==> config.mk <==
export PLATFORM = sky130hd
export DESIGN_NAME = uart_core
export DESIGN_NICKNAME = d
export VERILOG_FILES = /design/src/rtl/uart_pkg.sv /design/src/rtl/uart_baud_gen.sv /design/src/rtl/uart_core.sv
export SDC_FILE = /design/constraint.sdc
export NUM_CORES = 1
export LEC_CHECK = 0
export CAP_MARGIN = 20
export CORE_ASPECT_RATIO = 0.6
export CORE_UTILIZATION = 25
export CTS_CLUSTER_DIAMETER = 120
export DETAILED_ROUTE_END_ITERATION = 12
export PLACE_DENSITY = 0.46
export RECOVER_POWER = 25
export SLEW_MARGIN = 20
export SYNTH_ARGS = -nofsm -noshare
export SYNTH_HDL_FRONTEND = slang
export SYNTH_SLANG_ARGS = --single-unit
==> constraint.sdc <==
create_clock -name clk -period 1.85 [get_ports clk]
set_input_delay 0.2775 -clock clk [delete_from_list [all_inputs] [get_ports clk]]
set_output_delay 0.2775 -clock clk [all_outputs]
set_load 0.005 [all_outputs]
==> src/rtl/uart_pkg.sv <==
// Shared UART types and constants: FSM state encoding, oversampling ratio, divider math.
// The PARITY state exists only when UART_PARITY_EN is defined.
package uart_pkg;

  localparam int OVERSAMPLE = 16;

`ifdef UART_PARITY_EN
  typedef enum logic [2:0] {S_IDLE, S_START, S_DATA, S_PARITY, S_STOP} state_e;
`else
  typedef enum logic [2:0] {S_IDLE, S_START, S_DATA, S_STOP} state_e;
`endif

  function automatic int calc_div(input int clk_hz, input int baud);
    return clk_hz / (OVERSAMPLE * baud);
  endfunction

endpackage

==> src/rtl/uart_baud_gen.sv <==
// Free-running baud x16 tick generator: one-cycle tick every DIV clocks.
module uart_baud_gen #(
  parameter int DIV = 1
) (
  input  logic clk,
  input  logic rst,
  output logic tick
);

  localparam int CW = (DIV > 1) ? $clog2(DIV) : 1;

  if (DIV < 1) begin : g_div_chk
    $error("uart_baud_gen: DIV must be >= 1 (CLK_HZ too low for BAUD)");
  end

  logic [CW-1:0] cnt_q, cnt_d;

  always_comb begin
    tick  = (cnt_q == CW'(DIV - 1));
    cnt_d = tick ? '0 : cnt_q + CW'(1);
  end

  always_ff @(posedge clk) begin
    if (rst) cnt_q <= '0;
    else     cnt_q <= cnt_d;
  end

endmodule

==> src/rtl/uart_core.sv <==
// Full-duplex UART: TX and RX FSMs sharing one baud x16 tick.
// Define UART_PARITY_EN to add a parity bit (sense set by PARITY_ODD) on both directions.
module uart_core
  import uart_pkg::*;
#(
  parameter int CLK_HZ     = 50_000_000,
  parameter int BAUD       = 9600,
  parameter int DATA_BITS  = 8,
  parameter int STOP_BITS  = 1,
  parameter int PARITY_ODD = 0
) (
  input  logic                 clk,
  input  logic                 rst,
  input  logic                 rx,
  output logic                 tx,
  input  logic [DATA_BITS-1:0] tx_data,
  input  logic                 tx_valid,
  output logic                 tx_ready,
  output logic                 tx_done,
  output logic [DATA_BITS-1:0] rx_data,
  output logic                 rx_valid,
  input  logic                 rx_ready,
  output logic [1:0]           rx_err,
  output logic                 rx_overrun
);

  localparam int         DIV       = calc_div(CLK_HZ, BAUD);
  localparam logic [3:0] LAST_TICK = 4'(OVERSAMPLE - 1);
  localparam logic [3:0] MID_TICK  = 4'(OVERSAMPLE / 2 - 1);
  localparam logic [2:0] LAST_DBIT = 3'(DATA_BITS - 1);
  localparam logic [2:0] LAST_SBIT = 3'(STOP_BITS - 1);

  if (DATA_BITS < 5 || DATA_BITS > 8) begin : g_chk_bits
    $error("uart_core: DATA_BITS must be 5..8");
  end
  if (STOP_BITS < 1 || STOP_BITS > 2) begin : g_chk_stop
    $error("uart_core: STOP_BITS must be 1 or 2");
  end
  if (PARITY_ODD < 0 || PARITY_ODD > 1) begin : g_chk_par
    $error("uart_core: PARITY_ODD must be 0 or 1");
  end

  logic tick;
  uart_baud_gen #(.DIV(DIV)) u_baud (.clk(clk), .rst(rst), .tick(tick));

  // ---------------- TX ----------------
  state_e                 tx_state_q, tx_state_d;
  logic [3:0]             tx_cnt_q, tx_cnt_d;
  logic [2:0]             tx_bit_q, tx_bit_d;
  logic [DATA_BITS-1:0]   tx_shift_q, tx_shift_d;
  logic                   tx_q, tx_d, tx_end;
`ifdef UART_PARITY_EN
  logic                   tx_par_q, tx_par_d;
`endif

  assign tx_end   = tick && (tx_cnt_q == LAST_TICK);
  assign tx       = tx_q;
  assign tx_ready = (tx_state_q == S_IDLE);
  assign tx_done  = (tx_state_q == S_STOP) && (tx_bit_q == LAST_SBIT) && tx_end;

  always_comb begin
    tx_state_d = tx_state_q;
    tx_cnt_d   = tx_cnt_q;
    tx_bit_d   = tx_bit_q;
    tx_shift_d = tx_shift_q;
    tx_d       = tx_q;
`ifdef UART_PARITY_EN
    tx_par_d   = tx_par_q;
`endif
    if (tick) tx_cnt_d = tx_cnt_q + 4'd1;
    case (tx_state_q)
      S_IDLE: begin
        tx_cnt_d = '0;
        tx_d     = 1'b1;
        if (tx_valid) begin
          tx_state_d = S_START;
          tx_shift_d = tx_data;
          tx_d       = 1'b0;
`ifdef UART_PARITY_EN
          tx_par_d   = (^tx_data) ^ 1'(PARITY_ODD);
`endif
        end
      end
      S_START: if (tx_end) begin
        tx_state_d = S_DATA;
        tx_bit_d   = '0;
        tx_d       = tx_shift_q[0];
      end
      S_DATA: if (tx_end) begin
        tx_shift_d = tx_shift_q >> 1;
        if (tx_bit_q == LAST_DBIT) begin
          tx_bit_d = '0;
`ifdef UART_PARITY_EN
          tx_state_d = S_PARITY;
          tx_d       = tx_par_q;
`else
          tx_state_d = S_STOP;
          tx_d       = 1'b1;
`endif
        end else begin
          tx_bit_d = tx_bit_q + 3'd1;
          tx_d     = tx_shift_q[1];
        end
      end
`ifdef UART_PARITY_EN
      S_PARITY: if (tx_end) begin
        tx_state_d = S_STOP;
        tx_bit_d   = '0;
        tx_d       = 1'b1;
      end
`endif
      S_STOP: if (tx_end) begin
        tx_d = 1'b1;
        if (tx_bit_q == LAST_SBIT) tx_state_d = S_IDLE;
        else                       tx_bit_d   = tx_bit_q + 3'd1;
      end
      default: tx_state_d = S_IDLE;
    endcase
  end

  // ---------------- RX ----------------
  logic [1:0]             rx_sync_q, rx_sync_d;
  state_e                 rx_state_q, rx_state_d;
  logic [3:0]             rx_cnt_q, rx_cnt_d;
  logic [2:0]             rx_bit_q, rx_bit_d;
  logic [DATA_BITS-1:0]   rx_shift_q, rx_shift_d, rx_data_q, rx_data_d;
  logic [1:0]             rx_err_q, rx_err_d;
  logic                   rx_valid_q, rx_valid_d, rx_ovr_q, rx_ovr_d;
  logic                   rxs, rx_end, perr;
`ifdef UART_PARITY_EN
  logic                   rx_perr_q, rx_perr_d;
  assign perr = rx_perr_q;
`else
  assign perr = 1'b0;
`endif

  assign rxs        = rx_sync_q[1];
  assign rx_end     = tick && (rx_cnt_q == LAST_TICK);
  assign rx_data    = rx_data_q;
  assign rx_err     = rx_err_q;
  assign rx_valid   = rx_valid_q;
  assign rx_overrun = rx_ovr_q;

  always_comb begin
    rx_sync_d  = {rx_sync_q[0], rx};
    rx_state_d = rx_state_q;
    rx_cnt_d   = rx_cnt_q;
    rx_bit_d   = rx_bit_q;
    rx_shift_d = rx_shift_q;
    rx_data_d  = rx_data_q;
    rx_err_d   = rx_err_q;
    rx_valid_d = rx_valid_q;
    rx_ovr_d   = 1'b0;
`ifdef UART_PARITY_EN
    rx_perr_d  = rx_perr_q;
`endif
    if (tick) rx_cnt_d = rx_cnt_q + 4'd1;
    if (rx_valid_q && rx_ready) rx_valid_d = 1'b0;
    case (rx_state_q)
      S_IDLE: begin
        rx_cnt_d = '0;
        if (!rxs) rx_state_d = S_START;
      end
      // Mid start bit: a line already back high was a glitch, not a frame.
      S_START: if (tick && rx_cnt_q == MID_TICK) begin
        rx_cnt_d   = '0;
        rx_bit_d   = '0;
        rx_state_d = rxs ? S_IDLE : S_DATA;
      end
      S_DATA: if (rx_end) begin
        rx_shift_d = {rxs, rx_shift_q[DATA_BITS-1:1]};
        if (rx_bit_q == LAST_DBIT) begin
`ifdef UART_PARITY_EN
          rx_state_d = S_PARITY;
`else
          rx_state_d = S_STOP;
`endif
        end else begin
          rx_bit_d = rx_bit_q + 3'd1;
        end
      end
`ifdef UART_PARITY_EN
      S_PARITY: if (rx_end) begin
        rx_perr_d  = rxs ^ (^rx_shift_q) ^ 1'(PARITY_ODD);
        rx_state_d = S_STOP;
      end
`endif
      // Only the first stop bit is checked; returning to IDLE here allows back-to-back frames.
      S_STOP: if (rx_end) begin
        rx_state_d = S_IDLE;
        rx_data_d  = rx_shift_q;
        rx_err_d   = {perr, ~rxs};
        rx_valid_d = 1'b1;
        rx_ovr_d   = rx_valid_q && !rx_ready;
      end
      default: rx_state_d = S_IDLE;
    endcase
  end

  always_ff @(posedge clk) begin
    if (rst) begin
      tx_state_q <= S_IDLE;
      tx_cnt_q   <= '0;
      tx_bit_q   <= '0;
      tx_shift_q <= '0;
      tx_q       <= 1'b1;
      rx_sync_q  <= 2'b11;
      rx_state_q <= S_IDLE;
      rx_cnt_q   <= '0;
      rx_bit_q   <= '0;
      rx_shift_q <= '0;
      rx_data_q  <= '0;
      rx_err_q   <= '0;
      rx_valid_q <= 1'b0;
      rx_ovr_q   <= 1'b0;
`ifdef UART_PARITY_EN
      tx_par_q   <= 1'b0;
      rx_perr_q  <= 1'b0;
`endif
    end else begin
      tx_state_q <= tx_state_d;
      tx_cnt_q   <= tx_cnt_d;
      tx_bit_q   <= tx_bit_d;
      tx_shift_q <= tx_shift_d;
      tx_q       <= tx_d;
      rx_sync_q  <= rx_sync_d;
      rx_state_q <= rx_state_d;
      rx_cnt_q   <= rx_cnt_d;
      rx_bit_q   <= rx_bit_d;
      rx_shift_q <= rx_shift_d;
      rx_data_q  <= rx_data_d;
      rx_err_q   <= rx_err_d;
      rx_valid_q <= rx_valid_d;
      rx_ovr_q   <= rx_ovr_d;
`ifdef UART_PARITY_EN
      tx_par_q   <= tx_par_d;
      rx_perr_q  <= rx_perr_d;
`endif
    end
  end

endmodule

* Word-level counts from Yosys, hierarchy flattened
Cells that the tools add are included.
** Storage, ports and cells
- Bits in registers :: 59
** Cells by class
- Add/sub/neg operators :: 5
- Equality and inequality tests :: 25
- Reduce and logical (&&, ||, !) cells :: 26
- Multiplexer cells :: 39
- Bitwise logic cells :: 3
** Operators by type and width (count)
- $mux W3 :: 19
- $ne A2 B2 Y1 const B :: 12
- $pmux W3 S4 :: 2
- $mux W8 :: 2
- $pmux W8 S2 :: 1
- $eq A3 B2 Y1 const B :: 4
- $reduce_and A5 Y1 :: 2
- $add A9 B1 Y9 const B :: 1
- $eq A9 B9 Y1 const B :: 1
- $logic_not A3 Y1 :: 3
- $pmux W3 S3 :: 1
- $add A4 B1 Y4 const B :: 2
- $eq A4 B4 Y1 const B :: 2
- $mux W1 :: 8
- $mux W4 :: 2
- $pmux W4 S2 :: 1
- $reduce_and A4 Y1 :: 2
- $logic_and A1 B1 Y1 :: 7
- $add A3 B1 Y3 const B :: 2
- $eq A3 B1 Y1 const B :: 2
- $eq A3 B3 Y1 const B :: 2
- $pmux W3 S2 :: 1
- $reduce_and A6 Y1 :: 1
- $eq A4 B3 Y1 const B :: 1
- 12 further kinds :: 17

* Longest topological paths before layout
Gate-level depths: netlist (run 1).
- Depth after elaboration :: 4
- Depth in mapped cells :: 8
- Mapped depth without buffers :: 6

* Cells and area by module
A second synthesis (run 1) with hierarchy kept.
** Unflattened totals
- Cell total of the unflattened synthesis :: 284
- Area, all modules :: 2598.7 um2
** By module, submodules not included
- uart_core :: instances 1, seq. area each 960.9 um2, area each 2158.3 um2, cells an instance 236
- uart_baud_gen :: instances 1, seq. area each 180.2 um2, area each 440.4 um2, cells an instance 48

* Worst setup path before layout (run 1)
OpenSTA, ideal clock, no wires.
- Kind :: reg2reg
- From :: register tx_state_q[0]
- To :: register tx_shift_q[7]
- Period minus slack after synthesis :: 1.929 ns
- Setup time :: 0.116 ns
- Arrival time :: 1.813 ns
- Cell stages (with the launch flop) :: 9
- Data required time :: 1.734 ns
- Setup slack :: -0.079 ns
- Path through :: dfxtp_1 -> inv_1 -> ha_1 -> clkbuf_1 -> nor2b_1 -> nor2_1 -> bufbuf_8 -> a21oi_1 -> a41o_1
** On the way
- Word-level cells in the longest chain between the ends :: 3
- Elaborated cells on any way between the ends :: 7
- Those cells by class :: 3 x eq/ne; 1 x mux; 3 x reduce/logical
** RTL lines
- start, declared :: line uart_core.sv:47 : state_e tx_state_q, tx_state_d;
- start signal, assigned :: line uart_core.sv:221 : tx_state_q <= tx_state_d;
- $logic_not A3 Y1 *
- via tx_ready :: line uart_core.sv:18 : output logic tx_ready,
- $ne A2 B2 Y1 (no source line) or $reduce_bool A2 Y1 (tied branches)
- $reduce_and A3 Y1 (no source line)
- end signal, assigned :: line uart_core.sv:224 : tx_shift_q <= tx_shift_d;
- end, declared :: line uart_core.sv:50 : logic [DATA_BITS-1:0] tx_shift_q, tx_shift_d;
Mark *: on every way through the listed nets, which the timed path passes. The rest lies on a longest branch.
A chain may end at the register's enable or synchronous reset.

* Worst setup path in the final report (run 1)
- From :: register tx_state_q[0]
- To :: register tx_state_q[0]
** On the way
- Word-level cells in the longest chain between the ends :: 3
- Elaborated cells on any way between the ends :: 12
- Those cells by class :: 9 x eq/ne; 1 x mux; 2 x reduce/logical
** RTL lines
- $eq A3 B2 Y1 (tied with other cells) :: line uart_core.sv:71 : case (tx_state_q)
- $ne A2 B2 Y1 (no source line) or $ne A2 B1 Y1 (tied branches)
- $reduce_and A6 Y1 (no source line)
Several ways; a longest one is shown, not always the timed one.

==> results of run 1 <==
power groups by stage:
stage / Sequential, mW / Clock [mW] / Combinational (mW)
after global routing: 1.49 / 1.93 / 1.44
after CTS: 1.47 / 1.88 / 1.18
after global placement: 1.48 / 0 / 1.04
after detailed placement: 1.49 / 0 / 1.05
after floorplan: 1.45 / 0 / 0.705
final: 1.47 / 1.82 / 1.32
per-stage QoR:
step / power [mW] / hold WS [ns]
after floorplan: 2.15 / 0.381
after global placement: 2.53 / 0.397
after detailed placement: 2.54 / 0.404
after CTS: 4.53 / 0.412
after global routing: 4.86 / 0.423
final: 4.61 / 0.407
worst max-delay path by stage:
stage	from	endpoint	slack (ns)	cells past startpoint
after floorplan	tx_state_q[0]	tx_bit_q[0]	0.03	7
after global placement	tx_state_q[0]	tx_bit_q[1]	-0.1	7
after detailed placement	tx_state_q[0]	tx_bit_q[1]	-0.12	7
after CTS	tx_state_q[0]	tx_state_q[0]	0.006	7
after global routing	tx_state_q[0]	tx_state_q[0]	-0.04	7
final	tx_state_q[0]	tx_state_q[0]	-0.004	7
cells by family (layout without fill, tap and decap cells):
family          after synthesis  count (layout)
simple gates                 93              93
mux                          25              25
xor+xnor                     14              14
buf+inv                      27             100
compound gates               49              49
other cells                   1               1
fa+ha+maj                    14              14
flops                        57              57
timing repair:
action / 4_1_cts / 5_1_grt
endpoints found under the setup margin: 7 / 31
gates cloned: 0 / 1
buffers inserted: 5 / 8
gates resized for setup: 19 / 20
hold buffers: 0 / 0
pin swaps: 4 / 10
cells in the mapped netlist (2+ instances only):
library cell  count  area, um2
and3_1            2       12.5
nor2b_1           3       18.8
xnor2_1           3       26.3
a22o_1            2       17.5
dfxtp_1          57       1140
nand2b_1          6       37.5
nand2_1           4       15.0
nand4_1           5       31.3
xor2_1           11       96.3
buf_6             2       22.5
inv_1             8       30.0
nand3_1          10       50.1
a211o_1           2       17.5
buf_2             5       25.0
nor3_1            8       40.0
and4_1            2       17.5
or2_2             2       12.5
a21oi_1          16       80.1
o21ai_0           7       35.0
mux2i_1          24        240
clkbuf_1          8       30.0
a31oi_1           2       12.5
and4b_1           2       20.0
ha_1             14        175
a211oi_1          3       22.5
or4_1             2       15.0
nand3b_1          2       15.0
a311oi_1          7       61.3
nor2_1           33        124
routing by layer:
metal	up-vias	part of all wire, %	wire [um]
met5	-	0	0
met4	0	1.8	113
met3	9	4.4	280
met2	43	38	2400
met1	1045	56	3550
li1	1143	-	-
sequential cells by signal, indices dropped and copies added (netlist names):
name	flops
u_baud.cnt_q	9
rx_data	8
rx_shift_q	8
tx_shift_q	8
rx_cnt_q	4
tx_cnt_q	4
rx_bit_q	3
tx_bit_q	3
rx_state_q	2
rx_sync_q	2
tx_state_q	2
rx_err	1
rx_overrun	1
rx_valid	1
tx	1
cells in the final DEF, fill, tap and decap left out, types with 4 or more instances in the layout:
cell             Yosys  routed
a21oi_1             16      15
nand4_1              5       5
clkdlybuf4s50_1      0      11
nand2_1              4       4
clkbuf_16            0      10
nand2b_1             6       5
buf_6                2       5
nor2_1              33      32
ha_1                14      10
nor3_1               8       6
xor2_1              11      11
buf_4                1      38
o21ai_0              7       7
mux2i_1             24      24
inv_1                8       7
dlygate4sd3_1        0      13
buf_12               0       4
a311oi_1             7       7
nand3_1             10       9
dfxtp_1             57      52
cell type report:
class                           count  share of cell area, %
Multi-Input combinational cell    196                   39.0
Sequential cell                    57                   29.3
Timing Repair Buffer               76                   18.3
Clock buffer                       11                   6.42
Tap cell                          135                   4.29
Clock inverter                      5                   1.97
Inverter                            8                  0.763
==> impl_metrics.csv, run 1 <==
group,metric,value,unit
cells_and_area,fin_nets,375,
place,gp_congestion,0.771,
worst_setup_path,slowest_stage,"or4_1",
yosys,synth_edf_count,0,
outcome,failed_checks,"negative setup slack",
yosys,synthesis.nets,307,
global_routing,antenna_found_initial,0,
routing,drc,0,
timing,finalWorstSetupSlack,-0.00438,ns
worst_setup_path,rr_worst_depth,7,
power,vdd_drop_max,0.472,mV
worst_hold_path,hold_start,"rx_sync_q[0]",
cells_and_area,seqCellArea,1150,um2
global_routing,grt_use_total,12.4,%
cells_and_area,antenna_cells,0,
worst_setup_path,rr_endpoint,"tx_state_q[0]",
run,maxCapViolations,0,
clock_network,root_buffer,"clkbuf_16",
place,pre_cts_slack,-0.116,ns
worst_hold_path,worstHoldPathCells,1,
floorplan,die_w,136,um
yosys,ys_types,57,
worst_setup_path,path_buf_inv,2,
worst_setup_path,start_kind,"register",
power,power_frac_seq,31.9,%
floorplan,io-pin-count,28,
clock_network,cts_made_buffers,9,
yosys,synth_adder_area_share,6.47,%
power,power.leakage,1.70,nW
routing,vias,2240,
worst_setup_path,critical_path.top_delay_family,"simple AND/OR/NAND/NOR gates",
clock_network,clk_latency,0.33,ns
yosys,synth_ff_type,"dfxtp_1",
place,portBuffers,26,
cells_and_area,fillers,988,
yosys,yosysWarnings,0,
yosys,seq_area_frac_synth,42.2,%
cells_and_area,design_area,3940,um2
cells_and_area,multi_input_comb_area,1530,um2
place,hpwl,4390,um
worst_setup_path,path_class,"reg -> reg",
clock_network,htreeDepth,3,
clock_network,ctsLongestPathBuffers,2,
cells_and_area,final_util,38.6,%
routing,drtIter0Drc,97,
timing,setup_tns,-0.00438,ns
worst_setup_path,timing.rr.start,"tx_state_q[0]",
worst_setup_path,regToRegSetupSlack,-0.004,ns
routing,totalWireLength,6350,um
timing,slew_viol_final,0,
cells_and_area,drive_gt1_share,28.3,%
floorplan,die_area,11300,um2
yosys,synth_compound_area_share,12.9,%
power,p_sw_share,27.9,%
outcome,status,"finished, violations left",
timing,min_period,1.85,ns
yosys,synth.mux.area_fraction,9.29,%
worst_setup_path,crit_path_cell_trace,"inv_1, buf_4, ha_4, nor2b_2, a211o_1, or4_1, a21oi_1",
global_routing,grt_pass1_vias,2020,
worst_setup_path,critPathCaptureType,"register",
timing,finClkSkew,0.00522,ns
cells_and_area,syn2layout_area_growth,45.4,%
global_routing,use_met3,4.27,%
global_routing,globalRouteMet1Util,17.6,%
power,combPwrFrac,28.5,%
yosys,synth_xor_area_share,4.53,%
yosys,synthCells,280,
clock_network,cts_tree,"done",
worst_setup_path,slowest_delay,0.47,ns
worst_setup_path,cp_max_fo,5,
cells_and_area,instances_no_fill,488,
worst_setup_path,critPathRequiredTime,2.10,ns
yosys,synthArstFlopShare,0,%
global_routing,grt_overflow,0,
routing,drt_pass1_iterations,4,
power,powerDensity,1170,nW/um2
power,power.share.clock,39.5,%
yosys,netlist_area,2710,um2
timing,timing.final.crit_share,100,%
clock_network,numClockSinks,57,
timing,hold_viol,0,
yosys,synth_seq_cells,57,
power,internal_power,3.32,mW
global_routing,grtUsageMet2,15.6,%
worst_hold_path,holdPathEnd,"rx_sync_q[1]",
place,dp.cells,459,
floorplan,die_h,82.6,um
worst_hold_path,min_path_type,"reg -> reg",
global_routing,grt_most_used_layer,"met1",
clock_network,path_clk_slew,0.05,ns
timing,setup_viol,1,
yosys,synth_top_family_by_area,"simple AND/OR/NAND/NOR gates",
worst_setup_path,critical_path_arrival,2.10,ns
floorplan,core,10200,um2
floorplan,rows,28,
global_routing,grt_max_degree,22,
timing,rsz0062_at_grt,"yes",
floorplan,initial_core_util,26.5,%
power,p_switching,1.29,mW
routing,ant_nets,0,
yosys,avgSynthCellArea,9.67,um2
timing,fmax,539,MHz
global_routing,grt_pass1_wl,10300,um
yosys,yosys.area_share.simple,19.2,%
routing,vias_per_cell,4.59,
place,dpl-instance-area,3350,um2
routing,wire_per_inst,13.0,um
(Power assumes the default switching activity.)
==> inputs of run 2 (changes only) <==
- CORE_MARGIN: default -> 2
- CTS_CLUSTER_SIZE: default -> 8
==> run 2 against run 1 <==
Against the previous run: the flow now finishes without violations; routed wire length down 3.0%; clock-buffer cell count unchanged; highest routed layer unchanged; largest cell class unchanged; sequential share of layout area up 1.2 points; utilization down 2.9 points; die area up 3.9%; clock skew up 0.0015 ns; via count down 2.3%; final cell count down 1.4%; sequential cell count unchanged; clock power down 16%; power down 11%.
==> impl_metrics.csv, run 2 (synthesis gave the netlist of run 1 again) <==
group,metric,value,unit
outcome,status,"complete, no violations",
routing,ant_nets,0,
timing,hold_slack,0.413,ns
worst_setup_path,critPathCaptureType,"output port",
power,p_sw_share,29.1,%
routing,wire_per_inst,12.8,um
timing,setup_viol,0,
floorplan,initial_core_util,25.6,%
floorplan,core,10600,um2
worst_setup_path,critPathRequiredTime,1.57,ns
power,internal_power,2.90,mW
power,vdd_drop_max,0.471,mV
cells_and_area,fin_nets,364,
floorplan,die_h,84.6,um
place,hpwl,4370,um
run,maxCapViolations,0,
floorplan,io-pin-count,28,
clock_network,clk_latency,0.32,ns
power,power.leakage,1.60,nW
timing,hold_viol,0,
place,dp.cells,456,
floorplan,die_w,138,um
power,combPwrFrac,27.2,%
routing,vias,2189,
cells_and_area,regMostFlops,"u_baud.cnt_q",
clock_network,path_clk_slew,0.05,ns
place,pre_cts_slack,-0.0822,ns
routing,totalWireLength,6150,um
timing,fmax,543,MHz
power,powerDensity,1090,nW/um2
routing,drc,0,
floorplan,rows,29,
power,power_frac_seq,35.5,%
worst_hold_path,min_path_type,"reg -> reg",
cells_and_area,antenna_cells,0,
cells_and_area,syn2layout_area_growth,39.1,%
clock_network,cts_made_buffers,9,
timing,slew_viol_final,0,
global_routing,grt_max_degree,27,
place,gp_congestion,0.750,
clock_network,hold_buffers,0,
floorplan,die_area,11700,um2
worst_setup_path,critical_path_arrival,1.56,ns
routing,drt_pass1_iterations,4,
cells_and_area,instances_no_fill,481,
place,portBuffers,26,
clock_network,cts_tree,"done",
cells_and_area,final_common_cell,"dfxtp_1",
routing,vias_per_cell,4.55,
clock_network,numClockSinks,57,
cells_and_area,largest_reg_flops,9,
cells_and_area,drive_gt1_share,24.6,%
global_routing,grt_pass1_vias,2086,
power,power.share.clock,37.3,%
worst_setup_path,start_kind,"register",
worst_setup_path,slowest_stage,"dfxtp_2",
clock_network,htreeDepth,3,
worst_setup_path,crit_path_cell_trace,"ha_2, nand3b_1, nor3_2, dlygate4sd2_1",
cells_and_area,fillers,1060,
power,p_switching,1.19,mW
clock_network,root_buffer,"clkbuf_16",
global_routing,grt_pass1_wl,10400,um
timing,setup_tns,0,ns
timing,rsz0062_at_grt,"yes",
worst_setup_path,slowest_delay,0.36,ns
global_routing,grt_use_total,11.3,%
routing,drtIter0Drc,80,
timing,finalWorstSetupSlack,0.00891,ns
timing,timing.final.crit_share,99.5,%
global_routing,grt_overflow,0,
timing,finClkSkew,0.00668,ns
global_routing,antenna_found_initial,0,
cells_and_area,layout_common_cells,"dfxtp_1, nor2_1, buf_4",
clock_network,ctsLongestPathBuffers,2,
timing,min_period,1.84,ns
worst_setup_path,cp_max_fo,6,
worst_setup_path,path_class,"reg -> out",
==> run 2: layout make-up <==
type,count,area [um2],area share [%]
Timing Repair Buffer,65,623,16.6
Clock inverter,5,30.0,0.798
Multi-Input combinational cell,196,1510,40.0
Inverter,8,30.0,0.798
Clock buffer,11,253,6.71
Tap cell,139,174,4.62
Sequential cell,57,1150,30.5
==> run 2: critical path, delay by kind of cell, from the launching register on <==
kind                       cells  cell delay (ns)
DFF                            1             0.36
and+or+nand+nor                2             0.37
adders and majority gates      1             0.26
buffers and inverters          1             0.25
==> run 2: through the flow <==
step | utilization [%] | area [um2] | power (mW)
after global routing | 35.7 | 3760 | 4.33
after CTS | 34.5 | 3640 | 4.11
after floorplan | - | 2720 | 2.15
after detailed placement | 31.4 | 3310 | 2.52
after global placement | 31.4 | 3310 | 2.51
final | 35.7 | 3760 | 4.09
==> run 2: power groups by stage <==
stage	sequential [mW]	clock [mW]	combinational [mW]
after floorplan	1.45	0	0.705
after global placement	1.47	0	1.04
after detailed placement	1.47	0	1.04
after CTS	1.45	1.58	1.08
after global routing	1.47	1.63	1.23
final	1.45	1.53	1.11
==> run 2: per-layer routing <==
layer  share of wire, %  GRT usage [%]  vias to the layer above
met4                1.2           4.17                        0
met5                  0              0                        -
met2                 38           14.9                       32
met3                4.0           4.11                        6
li1                   -              -                     1127
met1                 56           16.4                     1024
==> run 2: repair_timing <==
item	4_1_cts	5_1_grt
resized for setup	13	18
setup endpoints to repair	7	26
cloned	0	0
setup buffers	3	7
pin swaps	1	5
==> run 2: final timing paths <==
path	to	cells past startpoint	slack, ns	startpoint
max	tx_done	4	0.009	tx_state_q[1]
min	rx_sync_q[1]	1	0.41	rx_sync_q[0]
min reg2reg	rx_sync_q[1]	1	0.41	rx_sync_q[0]
max reg2reg	tx_state_q[0]	7	0.02	tx_state_q[0]
==> inputs of run 3 (changes only) <==
- CORE_MARGIN: 2 -> default
- CTS_BUF_LIST: default -> sky130_fd_sc_hd__clkbuf_8
==> run 3 against run 2 <==
Against the previous run: utilization grew 1.7 points; sequential share of layout area shrank 0.15 points; largest power group is now registers; global-route usage grew 0.97 points; first-iteration DRC count grew 18%; worst setup slack lost 0.058 ns; combinational power grew 13%; sequential cell count is the same; highest routed layer unchanged; register-to-register slack lost 0.07 ns; the flow now finishes with violations (negative setup slack).
==> impl_metrics.csv, run 3 (synthesis gave the netlist of run 1 again) <==
group,metric,value,unit
worst_setup_path,cp_max_fo,5,
routing,totalWireLength,6260,um
worst_setup_path,rr_worst_depth,7,
global_routing,grt_pass1_wl,10200,um
timing,hold_slack,0.410,ns
floorplan,initial_core_util,26.5,%
cells_and_area,regMostFlops,"u_baud.cnt_q",
global_routing,grt_use_total,12.2,%
timing,setup_viol,2,
clock_network,numClockSinks,57,
routing,drt_pass1_iterations,4,
clock_network,htreeDepth,3,
routing,vias,2226,
worst_setup_path,start_kind,"register",
cells_and_area,fillers,998,
timing,fmax,527,MHz
worst_setup_path,slowest_delay,0.52,ns
worst_hold_path,hold_start,"rx_sync_q[0]",
place,dp.cells,459,
cells_and_area,drive_gt1_share,28.2,%
clock_network,hold_buffers,0,
timing,slew_viol_final,0,
run,maxCapViolations,0,
clock_network,ctsLongestPathBuffers,2,
worst_setup_path,timing.rr.start,"tx_state_q[0]",
power,power.leakage,1.63,nW
cells_and_area,instances_no_fill,486,
clock_network,clk_latency,0.35,ns
power,power_frac_seq,36.2,%
cells_and_area,final_common_cell,"dfxtp_1",
place,pre_cts_slack,-0.116,ns
outcome,failed_checks,"negative setup slack",
cells_and_area,multi_input_comb_area,1530,um2
routing,wire_per_inst,12.9,um
power,combPwrFrac,30.8,%
floorplan,io-pin-count,28,
power,fin_total_pwr,4.07,mW
worst_hold_path,worstHoldPathCells,1,
power,vdd_drop_max,0.410,mV
timing,finClkSkew,0.00891,ns
timing,rsz0062_at_grt,"yes",
worst_setup_path,path_depth,7,
global_routing,grt_pass1_vias,1997,
outcome,status,"finished, violations left",
worst_setup_path,path_class,"reg -> reg",
worst_setup_path,path_buf_inv,2,
cells_and_area,largest_reg_flops,9,
worst_setup_path,critPathRequiredTime,2.12,ns
power,p_sw_share,30.1,%
worst_setup_path,slowest_stage,"or4_1",
timing,min_period,1.90,ns
power,power.share.clock,33.0,%
place,gp_congestion,0.771,
floorplan,die_w,136,um
worst_setup_path,critical_path.top_delay_family,"simple AND/OR/NAND/NOR gates",
clock_network,root_buffer,"clkbuf_8",
cells_and_area,syn2layout_area_growth,40.5,%
routing,vias_per_cell,4.58,
power,powerDensity,1070,nW/um2
cells_and_area,antenna_cells,0,
floorplan,rows,28,
global_routing,grt_overflow,0,
worst_hold_path,holdPathEnd,"rx_sync_q[1]",
place,hpwl,4390,um
power,p_switching,1.22,mW
worst_setup_path,regToRegSetupSlack,-0.05,ns
floorplan,die_area,11300,um2
routing,drc,0,
worst_setup_path,critPathCaptureType,"register",
floorplan,die_h,82.6,um
global_routing,antenna_found_initial,0,
worst_setup_path,critical_path_arrival,2.16,ns
cells_and_area,final_util,37.3,%
timing,timing.final.crit_share,103,%
place,portBuffers,26,
clock_network,cts_tree,"done",
clock_network,path_clk_slew,0.07,ns
clock_network,cts_made_buffers,9,
cells_and_area,fin_nets,373,
power,internal_power,2.85,mW
routing,drtIter0Drc,94,
worst_setup_path,rr_endpoint,"tx_state_q[0]",
floorplan,core,10200,um2
routing,ant_nets,0,
global_routing,grt_max_degree,22,
worst_setup_path,crit_path_cell_trace,"inv_2, ha_2, buf_4, nor2b_4, a211o_1, or4_1, a21oi_1",
timing,finalWorstSetupSlack,-0.0489,ns
timing,hold_viol,0,
cells_and_area,seqCellArea,1150,um2
worst_hold_path,min_path_type,"reg -> reg",
cells_and_area,layout_common_cells,"dfxtp_1, buf_4, nor2_1",
[run 3: changes by cell type in the layout (fill, tap and decap cells not counted), moves of 3 or more]
cell	change
a21oi_1	+3
a21oi_2	-3
buf_4	+10
clkbuf_16	-8
clkbuf_8	+9
dfxtp_1	-3
[run 3: layout make-up]
type,count,share of cell area (%)
multi-input combinational,196,40.2
sequential,57,30.4
timing repair buffer,74,18.2
tap,135,4.44
clock buffer,11,3.98
clock inverter,5,2.04
inverter,8,0.789
[run 3: how the worst max path moves through the flow]
stage                             start             to  slack [ns]
after floorplan           tx_state_q[0]    tx_bit_q[0]        0.03
after global placement    tx_state_q[0]    tx_bit_q[1]        -0.1
after detailed placement  tx_state_q[0]    tx_bit_q[1]       -0.12
after CTS                 tx_state_q[0]        tx_done       -0.07
after global routing      tx_state_q[0]    tx_bit_q[1]       -0.10
final                     tx_state_q[0]  tx_state_q[0]       -0.05
[run 3: power groups by stage]
| stage | combinational (mW) | clock (mW) | sequential (mW) |
|---|---|---|---|
| 2_1_floorplan | 0.705 | 0 | 1.45 |
| 3_3_place_gp | 1.04 | 0 | 1.48 |
| 3_5_place_dp | 1.05 | 0 | 1.49 |
| 4_1_cts | 1.17 | 1.39 | 1.47 |
| 5_1_grt | 1.37 | 1.46 | 1.49 |
| 6_report | 1.25 | 1.34 | 1.47 |
[run 3: per-stage QoR]
stage               instance area (um2)  setup TNS [ns]
global placement                   3350          -0.197
finish                             3800         -0.0622
CTS                                3670         -0.0853
global route                       3800          -0.323
floorplan                          2720               0
detailed placement                 3350          -0.223
[run 3: layer usage]
metal | GRT usage (%) | wire [um] | vias to the layer above
li1 | - | - | 1137
met1 | 17.5 | 3460 | 1032
met2 | 15.7 | 2260 | 50
met3 | 5.37 | 470 | 7
met4 | 4.00 | 61 | 0
met5 | 0 | 0 | -
[run 3: repair_timing]
| item | 4_1_cts | 5_1_grt |
|---|---|---|
| pin swaps | 2 | 12 |
| gates cloned | 0 | 1 |
| gates resized for setup | 17 | 22 |
| hold endpoints to repair | 0 | 0 |
| setup buffers | 6 | 5 |
| setup endpoints to repair | 7 | 31 |
==> RTL change: new RTL, settings of run 3 <==
`tx_shift_q`, `rx_shift_q` and `rx_data_q` no longer have a reset.
--- a/src/rtl/uart_core.sv
+++ b/src/rtl/uart_core.sv
@@ -204,3 +204,2 @@
       tx_bit_q   <= '0;
-      tx_shift_q <= '0;
       tx_q       <= 1'b1;
@@ -210,4 +209,2 @@
       rx_bit_q   <= '0;
-      rx_shift_q <= '0;
-      rx_data_q  <= '0;
       rx_err_q   <= '0;
@@ -223,3 +220,2 @@
       tx_bit_q   <= tx_bit_d;
-      tx_shift_q <= tx_shift_d;
       tx_q       <= tx_d;
@@ -229,4 +225,2 @@
       rx_bit_q   <= rx_bit_d;
-      rx_shift_q <= rx_shift_d;
-      rx_data_q  <= rx_data_d;
       rx_err_q   <= rx_err_d;
@@ -241,2 +235,8 @@
 
+  always_ff @(posedge clk) begin
+    tx_shift_q <= tx_shift_d;
+    rx_shift_q <= rx_shift_d;
+    rx_data_q  <= rx_data_d;
+  end
+
 endmodule
Formal check against the unedited RTL: no difference found for any inputs over 10 cycles, from zero or initial values and one cycle with rst high; that may be too few to reach the edited logic, so the function may still have changed.
==> RTL change against run 3 <==
  * Sequential cell count unchanged
  * Non-clock buffer count fell by 8
  * Clock power fell by 3%
  * Cell area is 5.9% lower
  * Setup slack gained 0.054 ns
  * Power shrank 5.4%
  * Area after synthesis down 5.1%
  * Routed wire length down 17%
  * Via count decreased by 17%
  * Fmax rose by 2.9%
  * Critical path type is now register to primary output
  * Largest power group unchanged
==> RTL change: results (changes against run 3) <==
| Metric | Value |
|---|---|
| Share of total power in the clock network | 0.339 (+0.009) |
| Worst hold slack | 0.4140 ns (+0.004470 ns) |
| Ratio of cells with drive above 1 in the final layout | 0.3121 (+0.03003) |
| Global-route wire length before repair | 8369 microns (-18%) |
| Compound-Gate Fraction of Synth Area | 0.09211 (-0.03688) |
| All-Layer GR Usage | 0.1070 (-0.01534) |
| GPL Wtd Cong | 0.7537 (-2.2%) |
| Post-place instance area | 3244 sq um (-3.0%) |
| EDFF count, synth | 24 (+24) |
| Post-Route Utilization | 0.3609 (-0.01217) |
| R2R setup slack | 0.04 ns (+0.09 ns) |
| Layout clock area frac | 0.06329 (+0.003089) |
| Final Skew | 0.009284 ns (+0.0003697 ns) |
| Int Pwr | 2.797 mW (-1.7%) |
| Largest net degree at the start of global routing | 13 (-41%) |
| DR WL met2 | 1933 microns (-15%) |
| Post-CTS setup buffer count | 3 (-3) |
| CLK BUF | 9 (-2) |
| Peak VDD IR | 0.4837 mV (+18%) |
| Multiplexer share of the synthesized area | 0.03850 (-0.05443) |
| Multi-input gate area | 1191 sq um (-22%) |
| XOR/XNOR Fraction of Synth Area | 0.04435 (-0.0009605) |
| Arr. time, crit path | 1.57 ns (-0.59 ns) |
| Syn_nets | 253 (-18%) |
| #MultiIn Comb | 150 (-23%) |
| Non-Clock Inverter Count | 9 (+1) |
| Seq area share | 0.3895 (+0.08589) |
| Slowest stage delay, CP | 0.36 ns (-0.16 ns) |
| Grt met3 use | 0.04987 (-0.003850) |
| Status | complete, no violations |
| Via Count | 1850 (-17%) |
| Sw Pwr | 1.052 mW (-14%) |
RTL change: cell count changes after synthesis, sizes merged, moves of 5 or more:
cell,before,now
dfxtp,57,33
nor2,33,23
edfxtp,0,24
a21oi,17,5
buf,9,4
mux2i,24,2
xor2,11,4
nand2,4,9
a311oi,8,1
xnor2,3,9
mux2,1,7
RTL change: how the worst max path moves through the flow:
stage | from | endpoint | slack [ns] | cells past startpoint
6_report | u_baud.cnt_q[0]$_SDFF_PP0_ | tx_done | 0.005 | 6
5_1_grt | u_baud.cnt_q[0]$_SDFF_PP0_ | tx_done | -0.08 | 6
4_1_cts | u_baud.cnt_q[0]$_SDFF_PP0_ | tx_done | -0.03 | 6
3_5_place_dp | u_baud.cnt_q[0]$_SDFF_PP0_ | tx_done | -0.16 | 6
3_3_place_gp | u_baud.cnt_q[0]$_SDFF_PP0_ | tx_done | -0.14 | 6
2_1_floorplan | tx_state_q[0]$_SDFFE_PP0P_ | tx_state_q[0]$_SDFFE_PP0P_ | 0.004 | 7
